$ cat src/rtl/iter_div.sv
// Iterative radix-2 restoring divider for RV64M DIV/DIVU/REM/REMU and their W forms.
// One operation in flight; 64 restoring steps plus one fix-up cycle, while
// divide-by-zero and signed overflow are answered straight from the accept cycle.
module iter_div #(
    parameter int EU_CTL_LEN      = 4,
    parameter int ROB_IDX_LEN     = 4,
    parameter int EXCEPT_CODE_LEN = 4
) (
    input  logic                       clk_i,
    input  logic                       rst_ni,
    input  logic                       flush_i,
    input  logic                       valid_i,
    output logic                       ready_o,
    input  logic [EU_CTL_LEN-1:0]      ctl_i,
    input  logic [ROB_IDX_LEN-1:0]     rob_idx_i,
    input  logic [63:0]                rs1_value_i,
    input  logic [63:0]                rs2_value_i,
    output logic                       valid_o,
    input  logic                       ready_i,
    output logic [ROB_IDX_LEN-1:0]     rob_idx_o,
    output logic [63:0]                result_o,
    output logic                       except_raised_o,
    output logic [EXCEPT_CODE_LEN-1:0] except_code_o
);

    typedef enum logic [1:0] {IDLE, BUSY, FIX, DONE} state_t;

    state_t                   state_q, state_d;
    logic                     accept;
    logic [64:0]              rem_q;
    logic [63:0]              quo_q;
    logic [63:0]              dvs_q;
    logic [5:0]               cnt_q;
    logic [2:0]               ctl_q;
    logic [ROB_IDX_LEN-1:0]   rob_idx_q;
    logic                     a_neg_q, b_neg_q;

    logic                     op_w, op_rem, op_uns;
    logic signed [63:0]       a_ext, b_ext;
    logic [63:0]              a_mag, b_mag;
    logic                     a_neg, b_neg, div_zero, sgn_ovf, special;
    logic [64:0]              rem_sh, diff;
    logic [63:0]              quo_sh;
    logic                     unused_bits;

    function automatic logic [63:0] sext32(input logic [63:0] v);
        return {{32{v[31]}}, v[31:0]};
    endfunction

    // Result of a special case, computed from the extended dividend.
    function automatic logic [63:0] special_result(input logic is_rem, input logic is_w,
                                                   input logic dz, input logic [63:0] a);
        logic [63:0] res;
        if (dz) res = is_rem ? a : '1;
        else    res = is_rem ? '0 : a;
        return is_w ? sext32(res) : res;
    endfunction

    // Sign correction of the magnitude quotient/remainder plus W extension.
    function automatic logic [63:0] fix_result(input logic [2:0] op, input logic an,
                                               input logic bn, input logic [63:0] quo,
                                               input logic [63:0] rem);
        logic [63:0] q, r, res;
        q   = (an ^ bn) ? (~quo + 64'd1) : quo;
        r   = an ? (~rem + 64'd1) : rem;
        res = op[1] ? r : q;
        return op[2] ? sext32(res) : res;
    endfunction

    assign except_raised_o = 1'b0;
    assign except_code_o   = '0;
    assign valid_o         = (state_q == DONE);
    // Upper ctl bits carry no meaning here; rem_q[64] is always clear after a step.
    assign unused_bits     = ^{ctl_i, rem_q[64]};

    // Operand extension, magnitudes and special-case detection for the accept cycle.
    always_comb begin
        op_w   = ctl_i[2];
        op_rem = ctl_i[1];
        op_uns = ctl_i[0];
        a_ext  = $signed(rs1_value_i);
        b_ext  = $signed(rs2_value_i);
        if (op_w) begin
            a_ext = op_uns ? $signed({32'b0, rs1_value_i[31:0]})
                           : $signed({{32{rs1_value_i[31]}}, rs1_value_i[31:0]});
            b_ext = op_uns ? $signed({32'b0, rs2_value_i[31:0]})
                           : $signed({{32{rs2_value_i[31]}}, rs2_value_i[31:0]});
        end
        a_neg    = !op_uns && (a_ext < 0);
        b_neg    = !op_uns && (b_ext < 0);
        a_mag    = a_neg ? $unsigned(-a_ext) : $unsigned(a_ext);
        b_mag    = b_neg ? $unsigned(-b_ext) : $unsigned(b_ext);
        div_zero = (b_ext == 64'sd0);
        sgn_ovf  = !op_uns && (b_ext == -64'sd1) &&
                   (a_ext == (op_w ? 64'shFFFF_FFFF_8000_0000 : 64'sh8000_0000_0000_0000));
        special  = div_zero || sgn_ovf;
    end

    // One restoring step: shift {rem, quo}, trial-subtract, keep if non-negative.
    always_comb begin
        rem_sh = {rem_q[63:0], quo_q[63]};
        diff   = rem_sh - {1'b0, dvs_q};
        quo_sh = {quo_q[62:0], ~diff[64]};
    end

    // State register.
    always_ff @(posedge clk_i or negedge rst_ni) begin
        if (!rst_ni) state_q <= IDLE;
        else         state_q <= state_d;
    end

    // Next state, handshake and accept decision; flush overrides everything.
    always_comb begin
        state_d = state_q;
        ready_o = 1'b0;
        accept  = 1'b0;
        case (state_q)
            IDLE: ready_o = 1'b1;
            BUSY: if (cnt_q == 6'd63) state_d = FIX;
            FIX:  state_d = DONE;
            DONE: begin
                ready_o = ready_i;
                if (ready_i) state_d = IDLE;
            end
            default: state_d = IDLE;
        endcase
        accept = valid_i && ready_o && !flush_i;
        if (accept)  state_d = special ? DONE : BUSY;
        if (flush_i) state_d = IDLE;
    end

    // Datapath: latch on accept, iterate in BUSY, register the result in FIX.
    always_ff @(posedge clk_i or negedge rst_ni) begin
        if (!rst_ni) begin
            rem_q     <= '0;
            quo_q     <= '0;
            dvs_q     <= '0;
            cnt_q     <= '0;
            ctl_q     <= '0;
            rob_idx_q <= '0;
            a_neg_q   <= 1'b0;
            b_neg_q   <= 1'b0;
            result_o  <= '0;
            rob_idx_o <= '0;
        end else if (accept) begin
            rem_q     <= '0;
            quo_q     <= a_mag;
            dvs_q     <= b_mag;
            cnt_q     <= '0;
            ctl_q     <= ctl_i[2:0];
            rob_idx_q <= rob_idx_i;
            a_neg_q   <= a_neg;
            b_neg_q   <= b_neg;
            if (special) begin
                result_o  <= special_result(op_rem, op_w, div_zero, $unsigned(a_ext));
                rob_idx_o <= rob_idx_i;
            end
        end else if (!flush_i && state_q == BUSY) begin
            rem_q <= diff[64] ? rem_sh : diff;
            quo_q <= quo_sh;
            cnt_q <= cnt_q + 6'd1;
        end else if (!flush_i && state_q == FIX) begin
            result_o  <= fix_result(ctl_q, a_neg_q, b_neg_q, quo_q, rem_q[63:0]);
            rob_idx_o <= rob_idx_q;
        end
    end

endmodule

$ cat config.mk
export PLATFORM = sky130hd
export DESIGN_NAME = iter_div
export DESIGN_NICKNAME = d
export VERILOG_FILES = /design/src/rtl/iter_div.sv
export SDC_FILE = /design/constraint.sdc
export NUM_CORES = 1
export LEC_CHECK = 0
export BUFFER_PORTS_ARGS = -buffer_cell sky130_fd_sc_hd__buf_2
export CAP_MARGIN = 10
export CORE_ASPECT_RATIO = 0.75
export CORE_MARGIN = 2
export CORE_UTILIZATION = 62
export DETAILED_ROUTE_END_ITERATION = 10
export PLACE_DENSITY = 0.83
export SLEW_MARGIN = 0
export SYNTH_ARGS = -nofsm -noshare
export SYNTH_HDL_FRONTEND = slang
export SYNTH_SLANG_ARGS = --single-unit
$ cat constraint.sdc
create_clock -name clk_i -period 4.5 [get_ports clk_i]
set_input_delay 1.125 -clock clk_i [delete_from_list [all_inputs] [get_ports clk_i]]
set_output_delay 1.125 -clock clk_i [all_outputs]
set_load 0.02 [all_outputs]
# == Word level (Yosys, flattened, before mapping) ==
# Index checks and enable logic that the tools add are counted.
# op_classes
n_addsub,6
order_cmp,2
n_eq_ne,10
mux,37
n_bitwise,4
n_reduce_logical,18
# ops
op,n
$mux W64,23
$add A64 B1 Y64 const B,2
$lt A64 B1 Y1 const B,2
$neg A64 Y64,2
$not A64 Y64,2
$sub A65 B64 Y65,1
$eq A64 B1 Y1 const B,1
$eq A64 B64 Y1,1
$logic_not A64 Y1,1
$mux W63,1
$mux W4,4
$mux W6,2
$mux W2,5
$logic_and A1 B1 Y1,8
$add A6 B1 Y6 const B,1
$eq A6 B6 Y1 const B,1
$pmux W2 S3,1
$reduce_and A3 Y1,2
$reduce_bool A5 Y1,1
$eq A2 B2 Y1 const B,2
$ne A4 B2 Y1 const B,1
$ne A4 B4 Y1 const B,1
$reduce_bool A2 Y1,2
$eq A2 B1 Y1 const B,1
other kinds (8),9
# totals
ff_bits,277
input_bits,141
out_inout_bits,75
wordCells,88

# == Depth between registers and ports, before layout ==
# logic_depth
word_depth,9
depth_mapped,15
ltp_nobuf,14

# == Least setup slack after synthesis ==
# OpenSTA, ideal clock, no wires.
# synth_timing
path_type,input to register
start,in rs2_value_i[19]
end,reg result_o[53]
setup_time_ps,121
arrival_time_ps,3586
t_required_ps,4379
slack_ps,793
stages,13
path_buffers,3
cell_sequence,or4_1 nor3_2 nand4_1 or2_4 nor3_4 and2_1 buf_4 nor2_1 o21ai_2 nand2_2 buf_6 buf_6 a22o_1
# synth_between
elab_chain_len,8
word_cells_on_any_way,13
classes_between,2 x eq/ne; 6 x mux; 5 x reduce/logical
# synth_lines
item,line_no,rtl
from (decl),17,"input logic [63:0] rs2_value_i,"
$mux W64,86,"b_ext = op_uns ? $signed({32'b0, rs2_value_i[31:0]})"
$mux W64 (*),83,if (op_w) begin
$eq A64 B1 Y1,94,sgn_ovf = !op_uns && (b_ext == -64'sd1) &&
$logic_and A1 B1 Y1 (2 in a row),94,
$logic_or A1 B1 Y1,96,special = div_zero || sgn_ovf;
$ne A2 B1 Y1 (no line),-,
$reduce_and A3 Y1 (no line),-,
to (signal assigned),155,"result_o <= special_result(op_rem, op_w, div_zero, $unsigned(a_ext));"
to (signal assigned),163,"result_o <= fix_result(ctl_q, a_neg_q, b_neg_q, quo_q, rem_q[63:0]);"
to (decl),21,"output logic [63:0] result_o,"
# Every way passes the cells marked *; elsewhere a longest branch is shown, timed or not. The select of a mux whose other input is x is not followed.
# A chain may end at the register's enable or synchronous reset.

# == Worst setup path in the final report ==
# layout_timing
start,reg quo_q[63]
end,reg rem_q[58]
# layout_between
elab_chain_len,4
# layout_lines
item,line_no,rtl
from (decl),31,logic [63:0] quo_q;
from (signal assigned),147,quo_q <= a_mag;
from (signal assigned),160,quo_q <= quo_sh;
$sub A65 B64 Y65,102,"diff = rem_sh - {1'b0, dvs_q};"
$mux W64,159,rem_q <= diff[64] ? rem_sh : diff;
$mux W64,158,end else if (!flush_i && state_q == BUSY) begin
$mux W64,145,end else if (accept) begin
to (signal assigned),159,
to (decl),30,logic [64:0] rem_q;
# No other way between the ends. The select of a mux whose other input is x is not followed.

==> impl_metrics.csv <==
group,metric,value,unit
timing,clock_skew,0.01777,ns
floorplanning,die_x,228.4,um
setup_path,required,4.94,ns
global_route,grt_remaining_overflow,0,
placement,placedCellCount,3656,
synth,synth_area,23410,sq um
cts,clockBufferDepth,3,
synth,synth_area_leaders,"dfrtp_1 30%, a21oi_1 7.5%, o21ai_0 6.7%",
floorplanning,rows,61,
timing,setup_viol,0,
timing,finalHoldViolCount,0,
setup_path,cp_max_fo,4,
detailed_routing,dr.first_iter.drc_count,3425,
setup_path,ff2ff_setup_slack,0.20,ns
setup_path,critPathArrivalTime,4.74,ns
setup_path,r2r_cells,15,
setup_path,r2r_start,"quo_q[63]",
global_route,grt_pass1_wl,127900,um
global_route,grt_max_degree,117,
floorplanning,ios,216,
pwr,leakagePower,11.55,nW
synth,ys_warn_count,0,
cts,cts_buffers,31,
pwr,irDropWorstVdd,457.1,uV
finish,area_growth,11.40,%
detailed_routing,postRouteWirelength,82870,um
timing,rsz0062_at_grt,"no",
cts,cts-root-buf,"clkbuf_16",
cts,cts_tree,"yes",
synth,ys_seq_elements,276,
finish,final-instance-count-excl-fill,3716,
setup_path,crit_path_start_kind,"flop",
hold_path,min-delay-path-class,"in2async",
synth,synth_edf_count,0,
global_route,track_usage,41.12,%
global_route,grt_pass1_vias,22540,
detailed_routing,vias,24860,
status,status,"completed",
floorplanning,start_util,62.98,%
job,drv_cap,0,
synth,syn_area_per_cell,7.605,sq um
global_route,grt_antenna_before_repair,3,
timing,setup-tns-final,0,ns
cts,h-tree-depth,1,
cts,cts_sinks,276,
floorplanning,fp.dieH,172.3,um
detailed_routing,post-route-drc-count,0,
detailed_routing,vias_per_cell,6.691,
placement,post-dp-hpwl,61750,um
placement,portBuffers,209,
timing,tightestPinTransition,1.010,ns
timing,relSlewSlack,32.68,%
pwr,p_per_area,621.5,nW/um^2
setup_path,path_class,"reg2reg",
finish,final_nets,3401,
floorplanning,fp.dieArea,39340,sq um
timing,drv_slew,0,
cts,post_cts_buffers,0,
synth,syn_inst,3078,
setup_path,cp-end-kind,"flop",
timing,fmax,232.5,MHz
timing,layout_min_cycle_time,4.302,ns
floorplanning,coreArea,37170,sq um
synth,synth.largest_area_cell,"dfrtp_1",
setup_path,worstReg2RegEnd,"rem_q[58]",
detailed_routing,wl_per_cell,22.30,um
synth,synth_flop_cell,"dfrtp_1",
detailed_routing,dr.pass1.iters,6,
synth,ys_seq_area_share,29.51,%
synth,synth_cell_types,96,
cts,clock_latency,0.60,ns
finish,drive_gt1_share,12.83,%
synth,synth_top_area_share,29.51,%
cts,clk_pin_slew,0.07,ns
detailed_routing,postRouteAntennaNets,0,
placement,gp_congestion,0.9914,
synth,synthArstFlopShare,100.0,%
timing,min_period_over_period,95.59,%
sequential cells by signal, indices dropped and copies added, names as in the netlist:
signal / flops
state_q: 2
ctl_q: 2
rob_idx_o: 4
rem_q: 64
result_o: 64
a_neg_q: 1
quo_q: 64
dvs_q: 64
b_neg_q: 1
rob_idx_q: 4
cnt_q: 6
layer usage:
metal | up-vias | part of all wire, % | global-route usage, % | routed length, um
met5 | - | 0 | 0 | 0
met4 | 0 | 3.6 | 14.07 | 2982
met3 | 208 | 12 | 9.235 | 9819
met2 | 1585 | 43 | 62.09 | 35390
met1 | 11790 | 42 | 58.28 | 34670
li1 | 11290 | - | - | -
synth_stat cells, types with 32 or more instances:
cell type / instances
or3_1: 35
xnor2_1: 129
clkbuf_1: 181
dfrtp_1: 276
o21ai_0: 312
a21oi_1: 352
xor2_1: 155
nand2_1: 331
nor4_1: 48
maj3_1: 32
a211oi_1: 57
ha_1: 74
nand4_1: 42
a22oi_1: 36
o31ai_1: 62
a21o_1: 36
inv_1: 109
nor2_1: 298
nor3_1: 64
metrics by stage:
| stage | utilization [%] | total power, mW | instance area [sq um] | setup WS, ns | hold slack (ns) |
|---|---|---|---|---|---|
| 2_1_floorplan | - | 10.50 | 23420 | 0.7927 | 0.4372 |
| 3_3_place_gp | 67.30 | 12.96 | 25020 | 0.2306 | 0.4526 |
| 3_5_place_dp | 67.30 | 13.21 | 25020 | 0.1428 | 0.4547 |
| 4_1_cts | 70.13 | 15.93 | 26070 | 0.3163 | 0.4701 |
| 5_1_grt | 70.15 | 17.27 | 26070 | 0.02315 | 0.4971 |
| 6_report | 70.15 | 16.21 | 26080 | 0.1984 | 0.4634 |
logic make-up (layout without fill, tap and decap cells):
group / after synthesis / count (layout) / share of synthesized area (%)
mux: 14 / 14 / 0.6307
other cells: 1 / 7 / 0.01602
compound gates: 1079 / 1079 / 28.09
fa+ha+maj: 107 / 107 / 5.409
flops: 276 / 276 / 29.51
xor+xnor: 285 / 285 / 10.70
simple gates: 988 / 988 / 20.09
buf+inv: 328 / 456 / 5.564
worst max path at each step:
stage | slack, ns | start | to | cells after the start
floorplan | 0.79 | rs2_value_i[19] | result_o[53] | 13
global placement | 0.23 | rs2_value_i[19] | result_o[57] | 13
detailed placement | 0.14 | rs2_value_i[19] | result_o[54] | 13
CTS | 0.32 | quo_q[63] | rem_q[31] | 15
global route | 0.02 | quo_q[63] | rem_q[58] | 15
finish | 0.20 | quo_q[63] | rem_q[58] | 15
worst max-delay path, stage by stage (launching register included):
cell	delay, ns
dfrtp_1	0.41
inv_1	0.11
ha_1	0.24
fa_1	0.41
nand2b_1	0.19
a21oi_1	0.21
o211a_1	0.26
a31oi_1	0.20
o41ai_2	0.52
buf_4	0.22
o31ai_1	0.12
a21oi_1	0.46
a31oi_1	0.28
o211ai_1	0.23
o31a_1	0.17
o221ai_1	0.11
layout by cell type (no fill, tap or decap), types with 42 or more instances in the layout:
master	count
nand4_1	42
buf_2	208
o31ai_1	62
xor2_1	155
buf_4	66
inv_1	109
dfrtp_1	274
o21ai_0	312
a211oi_1	57
nor3_1	64
a21oi_1	350
nor2_1	294
nand2_1	330
xnor2_1	128
nor4_1	48
ha_1	74
final cells by class:
type,instances,area (sq um)
inverter,111,416.7
timing repair buffer,287,1783
clock buffer,40,859.6
sequential,276,6912
antenna,2,5.005
multi-input combinational,2478,15280
clock inverter,18,191.4
fill,3071,11090
tap,504,630.6
repair_timing:
action                     CTS  global route
hold buffers                 0             0
setup endpoints to repair    0             4
resized for setup            0             1
where the power goes:
| group | internal, mW | leakage, nW | total [mW] | switching, mW |
|---|---|---|---|---|
| combinational | 3.31 | 7.51 | 9.19 | 5.88 |
| sequential | 3.35 | 3.53 | 4.32 | 0.966 |
| clock | 1.53 | 0.515 | 2.70 | 1.17 |
| total | 8.19 | 11.6 | 16.2 | 8.02 |
No activity file was read; power rests on OpenSTA's default activity.
